--- config.mk ---
export PLATFORM = sky130hd
export DESIGN_NAME = dco_code_encoder
export DESIGN_NICKNAME = d
export VERILOG_FILES = /design/src/rtl/dco_enc_pkg.sv /design/src/rtl/dco_code_encoder_therm2bin.sv /design/src/rtl/dco_code_encoder.sv
export SDC_FILE = /design/constraint.sdc
export NUM_CORES = 1
export LEC_CHECK = 0
export BUFFER_PORTS_ARGS = -buffer_cell sky130_fd_sc_hd__buf_2
export CORE_ASPECT_RATIO = 0.8
export CORE_MARGIN = 5
export CORE_UTILIZATION = 60
export CTS_BUF_LIST = sky130_fd_sc_hd__clkbuf_4
export CTS_CLUSTER_DIAMETER = 150
export CTS_CLUSTER_SIZE = 30
export DETAILED_ROUTE_END_ITERATION = 6
export GPL_TIMING_DRIVEN = 0
export PLACE_DENSITY_LB_ADDON = 0.12
export SLEW_MARGIN = 20
export SYNTH_ARGS = -nofsm -noshare
export SYNTH_HDL_FRONTEND = slang
export SYNTH_SLANG_ARGS = --single-unit
--- constraint.sdc ---
create_clock -name dco_clk -period 3.5 [get_ports dco_clk]
set_input_delay 0 -clock dco_clk [delete_from_list [all_inputs] [get_ports dco_clk]]
set_output_delay 0 -clock dco_clk [all_outputs]
set_load 0.02 [all_outputs]
--- src/rtl/dco_enc_pkg.sv ---
// rtl/dco_enc_pkg.sv - shared widths, code field layout and FSM state type for the DCO code encoder
package dco_enc_pkg;

  localparam int DCO_ROW_W  = 19;  // row thermometer width
  localparam int DCO_COL_W  = 14;  // fine column thermometer width (fine[13:0])
  localparam int OVF_W      = 15;  // fine overflow group width (fine[29:15])

  localparam int CODE_W     = 13;
  localparam int COARSE_W   = 5;
  localparam int COLUMN_W   = 4;
  localparam int FRAC_W     = 4;
  localparam int COARSE_LSB = 8;
  localparam int COL_LSB    = 4;
  localparam int FRAC_LSB   = 0;

  typedef enum logic [1:0] {
    IDLE   = 2'd0,
    SAMPLE = 2'd1,
    ACCUM  = 2'd2,
    DONE   = 2'd3
  } state_t;

  // True when two fractional fields are more than one LSB apart.
  function automatic logic frac_far(input logic [FRAC_W-1:0] a, input logic [FRAC_W-1:0] b);
    logic [FRAC_W-1:0] d;
    d = (a >= b) ? (a - b) : (b - a);
    return (d > 4'd1);
  endfunction

endpackage

--- src/rtl/dco_code_encoder_therm2bin.sv ---
// rtl/dco_code_encoder_therm2bin.sv - combinational thermometer to binary encoder with bubble detect
//
// Ports:
//   therm  [WIDTH-1:0]  thermometer input, ones fill from the LSB
//   count  [CNT_W-1:0]  number of contiguous ones starting at bit 0
//   bubble              a one exists above the first zero
module therm2bin #(
  parameter int WIDTH = 19,
  parameter int CNT_W = 5
) (
  input  logic [WIDTH-1:0] therm,
  output logic [CNT_W-1:0] count,
  output logic             bubble
);

  logic seen_zero;

  // Walk up from the LSB: ones before the first zero count, ones after it
  // are bubbles and leave the count untouched.
  always_comb begin
    count     = '0;
    bubble    = 1'b0;
    seen_zero = 1'b0;
    for (int i = 0; i < WIDTH; i++) begin
      if (!seen_zero) begin
        if (therm[i]) begin
          count = count + 1'b1;
        end else begin
          seen_zero = 1'b1;
        end
      end else if (therm[i]) begin
        bubble = 1'b1;
      end
    end
  end

endmodule

--- src/rtl/dco_code_encoder.sv ---
// rtl/dco_code_encoder.sv - readback of the applied DCO row/fine controls as a 13-bit filter-format code
//
// Optional feature macro: DCO_ENC_MISMATCH_EN (adds expected_code input and mismatch output).
//
// Ports:
//   dco_clk        DCO clock, all state on rising edge
//   reset2         asynchronous active-low reset
//   start          single-cycle measurement request (ignored while busy)
//   rows           row thermometer control
//   fine           [29:15] overflow group, [14] DSM bit, [13:0] column thermometer
//   expected_code  code to compare against (DCO_ENC_MISMATCH_EN only)
//   code_out       {coarse[4:0], column[3:0], frac[3:0]}, held until the next DONE
//   code_valid     one-cycle pulse when code_out is updated
//   busy           measurement in progress
//   therm_err      bubble seen in rows or fine[13:0] at capture
//   sat            overflow group was all ones at capture
//   mismatch       code_out disagrees with expected_code (DCO_ENC_MISMATCH_EN only)
module dco_code_encoder
  import dco_enc_pkg::*;
#(
  parameter int WIN_LOG2 = 6,
  parameter int ROW_W    = DCO_ROW_W,
  parameter int COL_W    = DCO_COL_W
) (
  input  logic                     dco_clk,
  input  logic                     reset2,
  input  logic                     start,
  input  logic [ROW_W-1:0]         rows,
  input  logic [COL_W+OVF_W:0]     fine,
`ifdef DCO_ENC_MISMATCH_EN
  input  logic [CODE_W-1:0]        expected_code,
  output logic                     mismatch,
`endif
  output logic [CODE_W-1:0]        code_out,
  output logic                     code_valid,
  output logic                     busy,
  output logic                     therm_err,
  output logic                     sat
);

  // The accumulator needs one extra bit so a window of all ones (count == N)
  // is representable and can be saturated rather than wrapping to zero.
  localparam int ACC_W = WIN_LOG2 + 1;
  localparam int SHIFT = WIN_LOG2 - 4;

  state_t               state;
  logic [WIN_LOG2-1:0]  win_cnt;
  logic [ACC_W-1:0]     acc;
  logic [COARSE_W-1:0]  coarse_q;
  logic [COLUMN_W-1:0]  column_q;
`ifdef DCO_ENC_MISMATCH_EN
  logic [CODE_W-1:0]    expected_q;
`endif

  logic [COARSE_W-1:0]  row_count;
  logic [COLUMN_W-1:0]  col_count;
  logic                 row_bubble;
  logic                 col_bubble;
  logic                 ovf_all;
  logic [ACC_W-1:0]     acc_shr;
  logic [FRAC_W-1:0]    frac_c;
  logic [CODE_W-1:0]    code_c;

  therm2bin #(
    .WIDTH (ROW_W),
    .CNT_W (COARSE_W)
  ) u_row_enc (
    .therm  (rows),
    .count  (row_count),
    .bubble (row_bubble)
  );

  therm2bin #(
    .WIDTH (COL_W),
    .CNT_W (COLUMN_W)
  ) u_col_enc (
    .therm  (fine[COL_W-1:0]),
    .count  (col_count),
    .bubble (col_bubble)
  );

  assign ovf_all = &fine[COL_W+OVF_W:COL_W+1];

  // Mean DSM duty in 1/16 steps; a full window of ones lands on 16 and clips to 15.
  assign acc_shr = acc >> SHIFT;
  assign frac_c  = (acc_shr > ACC_W'(15)) ? 4'hF : acc_shr[FRAC_W-1:0];

  always_comb begin
    code_c                            = '0;
    code_c[COARSE_LSB +: COARSE_W]    = coarse_q;
    code_c[COL_LSB    +: COLUMN_W]    = column_q;
    code_c[FRAC_LSB   +: FRAC_W]      = frac_c;
  end

  assign busy = (state != IDLE);

  always_ff @(posedge dco_clk or negedge reset2) begin
    if (!reset2) begin
      state      <= IDLE;
      win_cnt    <= '0;
      acc        <= '0;
      coarse_q   <= '0;
      column_q   <= '0;
      code_out   <= '0;
      code_valid <= 1'b0;
      therm_err  <= 1'b0;
      sat        <= 1'b0;
`ifdef DCO_ENC_MISMATCH_EN
      expected_q <= '0;
      mismatch   <= 1'b0;
`endif
    end else begin
      code_valid <= 1'b0;
      case (state)
        IDLE: begin
          if (start) begin
            state     <= SAMPLE;
            therm_err <= 1'b0;
            sat       <= 1'b0;
            acc       <= '0;
            win_cnt   <= '0;
`ifdef DCO_ENC_MISMATCH_EN
            mismatch  <= 1'b0;
`endif
          end
        end
        SAMPLE: begin
          coarse_q  <= row_count;
          // An overflowed fine group means the column field is meaningless; flag it as all ones.
          column_q  <= ovf_all ? 4'hF : col_count;
          therm_err <= row_bubble | col_bubble;
          sat       <= ovf_all;
`ifdef DCO_ENC_MISMATCH_EN
          expected_q <= expected_code;
`endif
          state     <= ACCUM;
        end
        ACCUM: begin
          acc     <= acc + ACC_W'(fine[COL_W]);
          win_cnt <= win_cnt + 1'b1;
          if (win_cnt == '1) begin
            state <= DONE;
          end
        end
        DONE: begin
          code_out   <= code_c;
          code_valid <= 1'b1;
`ifdef DCO_ENC_MISMATCH_EN
          mismatch   <= (code_c[CODE_W-1:COL_LSB] != expected_q[CODE_W-1:COL_LSB]) ||
                        frac_far(frac_c, expected_q[FRAC_W-1:0]);
`endif
          state      <= IDLE;
        end
        default: state <= IDLE;
      endcase
    end
  end

endmodule
* Yosys cells after proc, flatten, opt, wreduce, memory -nomap -nowiden
Cells that the tools add are included.
** Cells by class
- $add $sub $neg :: 33
- Magnitude comparators :: 1
- Equal/unequal tests :: 6
- Muxes and demuxes :: 199
- Bitwise gates (word level) :: 1
- Reduce and logical (&&, ||, !) cells :: 8
** Operators by type and width (number)
- $mux W5 :: 36
- $mux W1 :: 126
- $mux W4 :: 28
- $add A5 B1 Y5 const B :: 18
- $add A4 B1 Y4 const B :: 13
- $reduce_and A15 Y1 :: 1
- $pmux W7 S2 :: 1
- $pmux W6 S2 :: 1
- $pmux W2 S4 :: 1
- $add A7 B1 Y7 :: 1
- $mux W7 :: 1
- $add A6 B1 Y6 const B :: 1
- $eq A6 B6 Y1 const B :: 1
- $mux W6 :: 1
- $reduce_and A2 Y1 :: 3
- $reduce_bool A2 Y1 :: 3
- $gt A5 B4 Y1 const B :: 1
- $eq A2 B2 Y1 const B :: 2
- $mux W2 :: 2
- $ne A2 B2 Y1 const B :: 2
- $pmux W1 S2 :: 2
- $eq A2 B1 Y1 const B :: 1
- $logic_not A2 Y1 :: 1
- $or A1 B1 Y1 :: 1
** Word-level totals
- Bits in registers :: 40
- Bits of input ports :: 52
- Output and inout port bits :: 17
- Word-level logic and storage cells :: 257

* Logic depth before layout (Yosys ltp)
- Depth after elaboration :: 55
- Depth in mapped cells :: 48
- Mapped depth without buffers :: 48

* Hierarchy
A second synthesis with hierarchy kept.
** Unflattened totals
- Cells, all modules :: 573
- Area total of the unflattened synthesis :: 4663.2 um^2
** By module, submodules not included
- therm2bin at u_row_enc :: times used 1, cells an instance 262, area each 1871.8 um^2, seq. area each 0.0 um^2
- dco_code_encoder :: times used 1, cells an instance 162, area each 1836.8 um^2, seq. area each 1001.0 um^2
- therm2bin at u_col_enc :: times used 1, cells an instance 149, area each 954.7 um^2, seq. area each 0.0 um^2

* Worst setup path before layout
No wires, ideal clock.
- Path type :: input to register
- Start :: input rows[2]
- End :: register coarse_q[4]
- Setup time :: 0.125 ns
- Arrival :: 7.961 ns
- Data required time :: 3.375 ns
- Setup slack :: -4.586 ns
- Cell stages on the path :: 48
- Path buffers :: 1
- Cells stage by stage :: buf_4 > o21ai_0 > inv_1 > ha_1 > inv_1 > a31oi_1 > ha_1 > o21ai_0 > nor2_1 > nor2_1 > ha_1 > nand2_1 > o21ai_0 > inv_1 > ha_1 > or3_1 > a32oi_1 > mux2i_1 > [12 not listed] > mux2i_1 > a21oi_1 > mux2_2 > ha_1 > inv_1 > a21oi_1 > ha_1 > nand2_1 > a31oi_1 > ha_1 > nand4_1 > nor3b_1 > xnor2_1 > a21o_1 > mux2i_1 > xnor2_1 > xnor3_1 > mux2_4
** Between the ends
- Longest elaborated chain between the ends :: 50
- Elaborated cells between the ends (all ways) :: 67
- Classes of those cells :: add/sub (16); mux (51)
** RTL lines
- start: declaration :: line dco_code_encoder.sv:28 : input logic [ROW_W-1:0] rows,
- $mux W5 :: line dco_code_encoder_therm2bin.sv:26 : if (therm[i]) begin
- $mux W5 :: line dco_code_encoder_therm2bin.sv:25 : if (!seen_zero) begin
- $add A5 B1 Y5 :: line dco_code_encoder_therm2bin.sv:27 : count = count + 1'b1;
- $mux W5 :: line dco_code_encoder_therm2bin.sv:26
- $mux W5 :: line dco_code_encoder_therm2bin.sv:25
- $add A5 B1 Y5 :: line dco_code_encoder_therm2bin.sv:27
- $mux W5 :: line dco_code_encoder_therm2bin.sv:26
- $mux W5 :: line dco_code_encoder_therm2bin.sv:25
- [34 not listed]
- $mux W5 :: line dco_code_encoder_therm2bin.sv:26
- $mux W5 :: line dco_code_encoder_therm2bin.sv:25
- $add A5 B1 Y5 :: line dco_code_encoder_therm2bin.sv:27
- $mux W5 :: line dco_code_encoder_therm2bin.sv:26
- $mux W5 :: line dco_code_encoder_therm2bin.sv:25
- $add A5 B1 Y5 :: line dco_code_encoder_therm2bin.sv:27
- $mux W5 :: line dco_code_encoder_therm2bin.sv:26
- $mux W5 * :: line dco_code_encoder_therm2bin.sv:25
- end signal: assignment :: line dco_code_encoder.sv:128 : coarse_q <= row_count;
- end: declaration :: line dco_code_encoder.sv:49 : logic [COARSE_W-1:0] coarse_q;
Every way passes the cells marked *; elsewhere a longest branch is shown, timed or not.
A chain may end at the register's enable or synchronous reset.

* Worst setup path in the final report
Ends and elaborated chain as after synthesis.

==> flow_metrics.env <==
export IMPL_hold_violations=0
export IMPL_finalCritPeriodShare_pct=226
export IMPL_setup_ws_ns=-4.41
export IMPL_reg2reg_slack_ns=1.29
export IMPL_root_buffer="clkbuf_4"
export IMPL_cts_buffers_inserted=5
export IMPL_grt_pass1_wl_mm=19.2
export IMPL_h_tree_depth=2
export IMPL_yosys_most_used_dff="dfrtp_1"
export IMPL_path_max_fanout=4
export IMPL_routed_wl_mm=12.0
export IMPL_p_per_area_nw_per_um2=362
export IMPL_grt_max_degree=41
export IMPL_via_per_inst=5.97
export IMPL_slew_headroom_pct=42.1
export IMPL_setup_viol=7
export IMPL_vias=4569
export IMPL_drt_iter0_drc=191
export IMPL_netlist_area_sq_um=4500
export IMPL_final_max_slew_violation_count=0
export IMPL_grt_overflow=0
export IMPL_final_core_util_pct=75.5
export IMPL_holdPathStages=3
export IMPL_avgSynthCellArea_sq_um=7.74
export IMPL_clockBufferDepth=2
export IMPL_nets=763
export IMPL_maxCapViolations=0
export IMPL_async_flop_share_pct=100
export IMPL_die_w_microns=107
export IMPL_min_delay_start="rows[18]"
export IMPL_final_cell_count_no_fill=765
export IMPL_die_y_microns=87.5
export IMPL_critPathTopFamily="adder cells"
export IMPL_ant_nets=0
export IMPL_vdd_drop_max_v=0.000239
export IMPL_end_kind="register"
export IMPL_critical_path_slowest_cell="ha_1"
export IMPL_max_freq_ghz=0.126
export IMPL_final_cell_mix="nand2_1 (65), nor2_1 (64), buf_2 (58)"
export IMPL_clock_skew_ns=0.0118
export IMPL_reg2reg_depth=8
export IMPL_synthDistinctLibCells=64
export IMPL_grt_total_usage_pct=24.8
export IMPL_final_common_cell="nand2_1"
export IMPL_diodes=0
export IMPL_hold_path_end="coarse_q[0]$_DFFE_PN0P_"
export IMPL_rsz0062_at_grt="true"
export IMPL_path_clk_slew_ns=0.10
export IMPL_ys_ff_latch=40
export IMPL_worst_path_buf_inv=5
export IMPL_netlist_instances=582
export IMPL_gp_congestion=0.900
export IMPL_dpl_worst_slack_ns=-4.98
export IMPL_tightest_slew_ns=0.869
export IMPL_die_area_sq_um=9350
export IMPL_firstDrtPassIters=5
export IMPL_synth_edf_count=0
export IMPL_portBuffers=61
export IMPL_worst_hold_slack_ns=0.0833
export IMPL_drive_gt1_share_pct=27.4
export IMPL_dpl_hpwl_mm=8.84
export IMPL_synth_nets=668
export IMPL_violations="setup timing"
export IMPL_cp_arrival_ns=8.14
export IMPL_dp_cells=733
export IMPL_r2r_end="acc[6]$_DFFE_PN0P_"
export IMPL_cts_sink_count=40
export IMPL_fin_crit_ns=7.91
export IMPL_ys_seq_area_share_pct=22.2
export IMPL_antenna_found_initial=0
export IMPL_cts_tree="yes"
export IMPL_run_status="complete, but fails checks"
export IMPL_path_class="in -> reg"
export IMPL_area_growth_pct=23.3
export IMPL_clock_latency_ns=0.34
export IMPL_reg2reg_from="state[0]$_DFFE_PN0P_"
export IMPL_wl_per_cell_microns=15.7
export IMPL_initial_core_util_pct=61.2
export IMPL_yosys_warnings=0
export IMPL_core_area_sq_um=7360
export IMPL_hp_class="in -> reg"
export IMPL_p_leak_nw=2.47
export IMPL_max_stage_delay_ns=0.31
export IMPL_cpMostUsedCell="ha_4"
export IMPL_ios=69
export IMPL_grt_pass1_vias=4259
export IMPL_cp_start_kind="input pin"
export IMPL_crit_cells=48
export IMPL_num_rows=28
export IMPL_drcViolationCount=0
export IMPL_required_ns=3.73
-- synth_stat cells, drive strengths merged, types with 4 or more instances --
master | instances | area, sq um
o31ai | 4 | 30.0
xnor2 | 29 | 262
o21ai | 38 | 198
nor2 | 67 | 251
a32oi | 5 | 43.8
xor2 | 22 | 219
mux2i | 18 | 180
clkbuf | 20 | 75.1
nand2b | 7 | 43.8
ha | 34 | 425
nor3 | 16 | 80.1
inv | 25 | 93.8
buf | 5 | 30.0
a21oi | 29 | 145
nor4 | 5 | 37.5
a31oi | 11 | 68.8
mux2 | 18 | 206
nand4 | 15 | 109
nand3 | 27 | 140
or2 | 4 | 25.0
a21boi | 5 | 37.5
nand2 | 71 | 267
a21o | 7 | 52.6
and2 | 9 | 56.3
dfrtp | 40 | 1000
or3 | 4 | 25.0
and3 | 7 | 43.8
nor2b | 7 | 43.8
-- power by group --
group / total (mW) / internal, mW / switching (mW)
logic: 1.07 / 0.440 / 0.627
registers: 0.739 / 0.624 / 0.115
clock network: 0.200 / 0.0673 / 0.133
total: 2.01 / 1.13 / 0.875
-- cell type report --
cell class	instances	area (sq um)
inverters	25	104
repair buffers	88	542
fillers	547	1800
well taps	90	113
clock buffers	5	37.5
multi-input cells	492	3640
plain buffers	25	120
flip-flops and latches	40	1000
-- layer usage --
layer	up-vias	GRT usage (%)	routed length, microns
met4	0	4.65	110
met1	2177	32.3	5440
li1	2254	-	-
met2	128	44.3	5960
met3	10	3.26	498
met5	-	0	0
-- what timing repair did --
action / 4_1_cts / 5_1_grt
endpoints found under the hold margin: 40 / 0
hold buffers: 1 / 0
pin swaps: 36 / 31
setup endpoints to repair: 7 / 7
resized for setup: 35 / 25
buffers inserted: 15 / 11
-- sequential cells by signal, indices dropped and copies added (netlist names) --
signal and count:
code_out 13, acc 7, win_cnt 6, coarse_q 5, column_q 4, state 2
code_valid 1, sat 1, therm_err 1
-- worst max-delay path by stage --
stage | startpoint | endpoint | slack [ns]
2_1_floorplan | rows[2] | coarse_q[4]$_DFFE_PN0P_ | -4.00
3_3_place_gp | rows[1] | coarse_q[4]$_DFFE_PN0P_ | -4.77
3_5_place_dp | rows[1] | coarse_q[4]$_DFFE_PN0P_ | -4.98
4_1_cts | rows[1] | coarse_q[4]$_DFFE_PN0P_ | -4.31
5_1_grt | rows[2] | coarse_q[4]$_DFFE_PN0P_ | -4.76
6_report | rows[2] | coarse_q[4]$_DFFE_PN0P_ | -4.41
-- worst reg2reg max path: stages, from the launching register on --
cell	delay, ns
dfrtp_1	0.40
inv_1	0.08
ha_1	0.19
clkbuf_1	0.18
o21ai_0	0.53
nand4_1	0.21
or2_2	0.33
xor2_1	0.14
nor2_1	0.05
-- kinds of logic after synthesis --
logic type | synth area share [%]
adders and majority gates | 9.89
buffers and inverters | 4.42
muxes | 8.59
DFF | 22.2
AOI/OAI and AO/OA | 16.0
xor gates and xnor gates | 11.7
and+or+nand+nor | 27.2
-- through the flow --
stage,cell area [sq um],total power [mW],TNS (ns)
floorplan,4620,1.42,-19.34
global placement,5040,1.68,-23.47
detailed placement,5040,1.73,-24.69
CTS,5360,1.97,-20.47
global route,5550,2.17,-23.08
finish,5550,2.01,-20.81
Note: power is estimated with default switching activity, not from simulation.
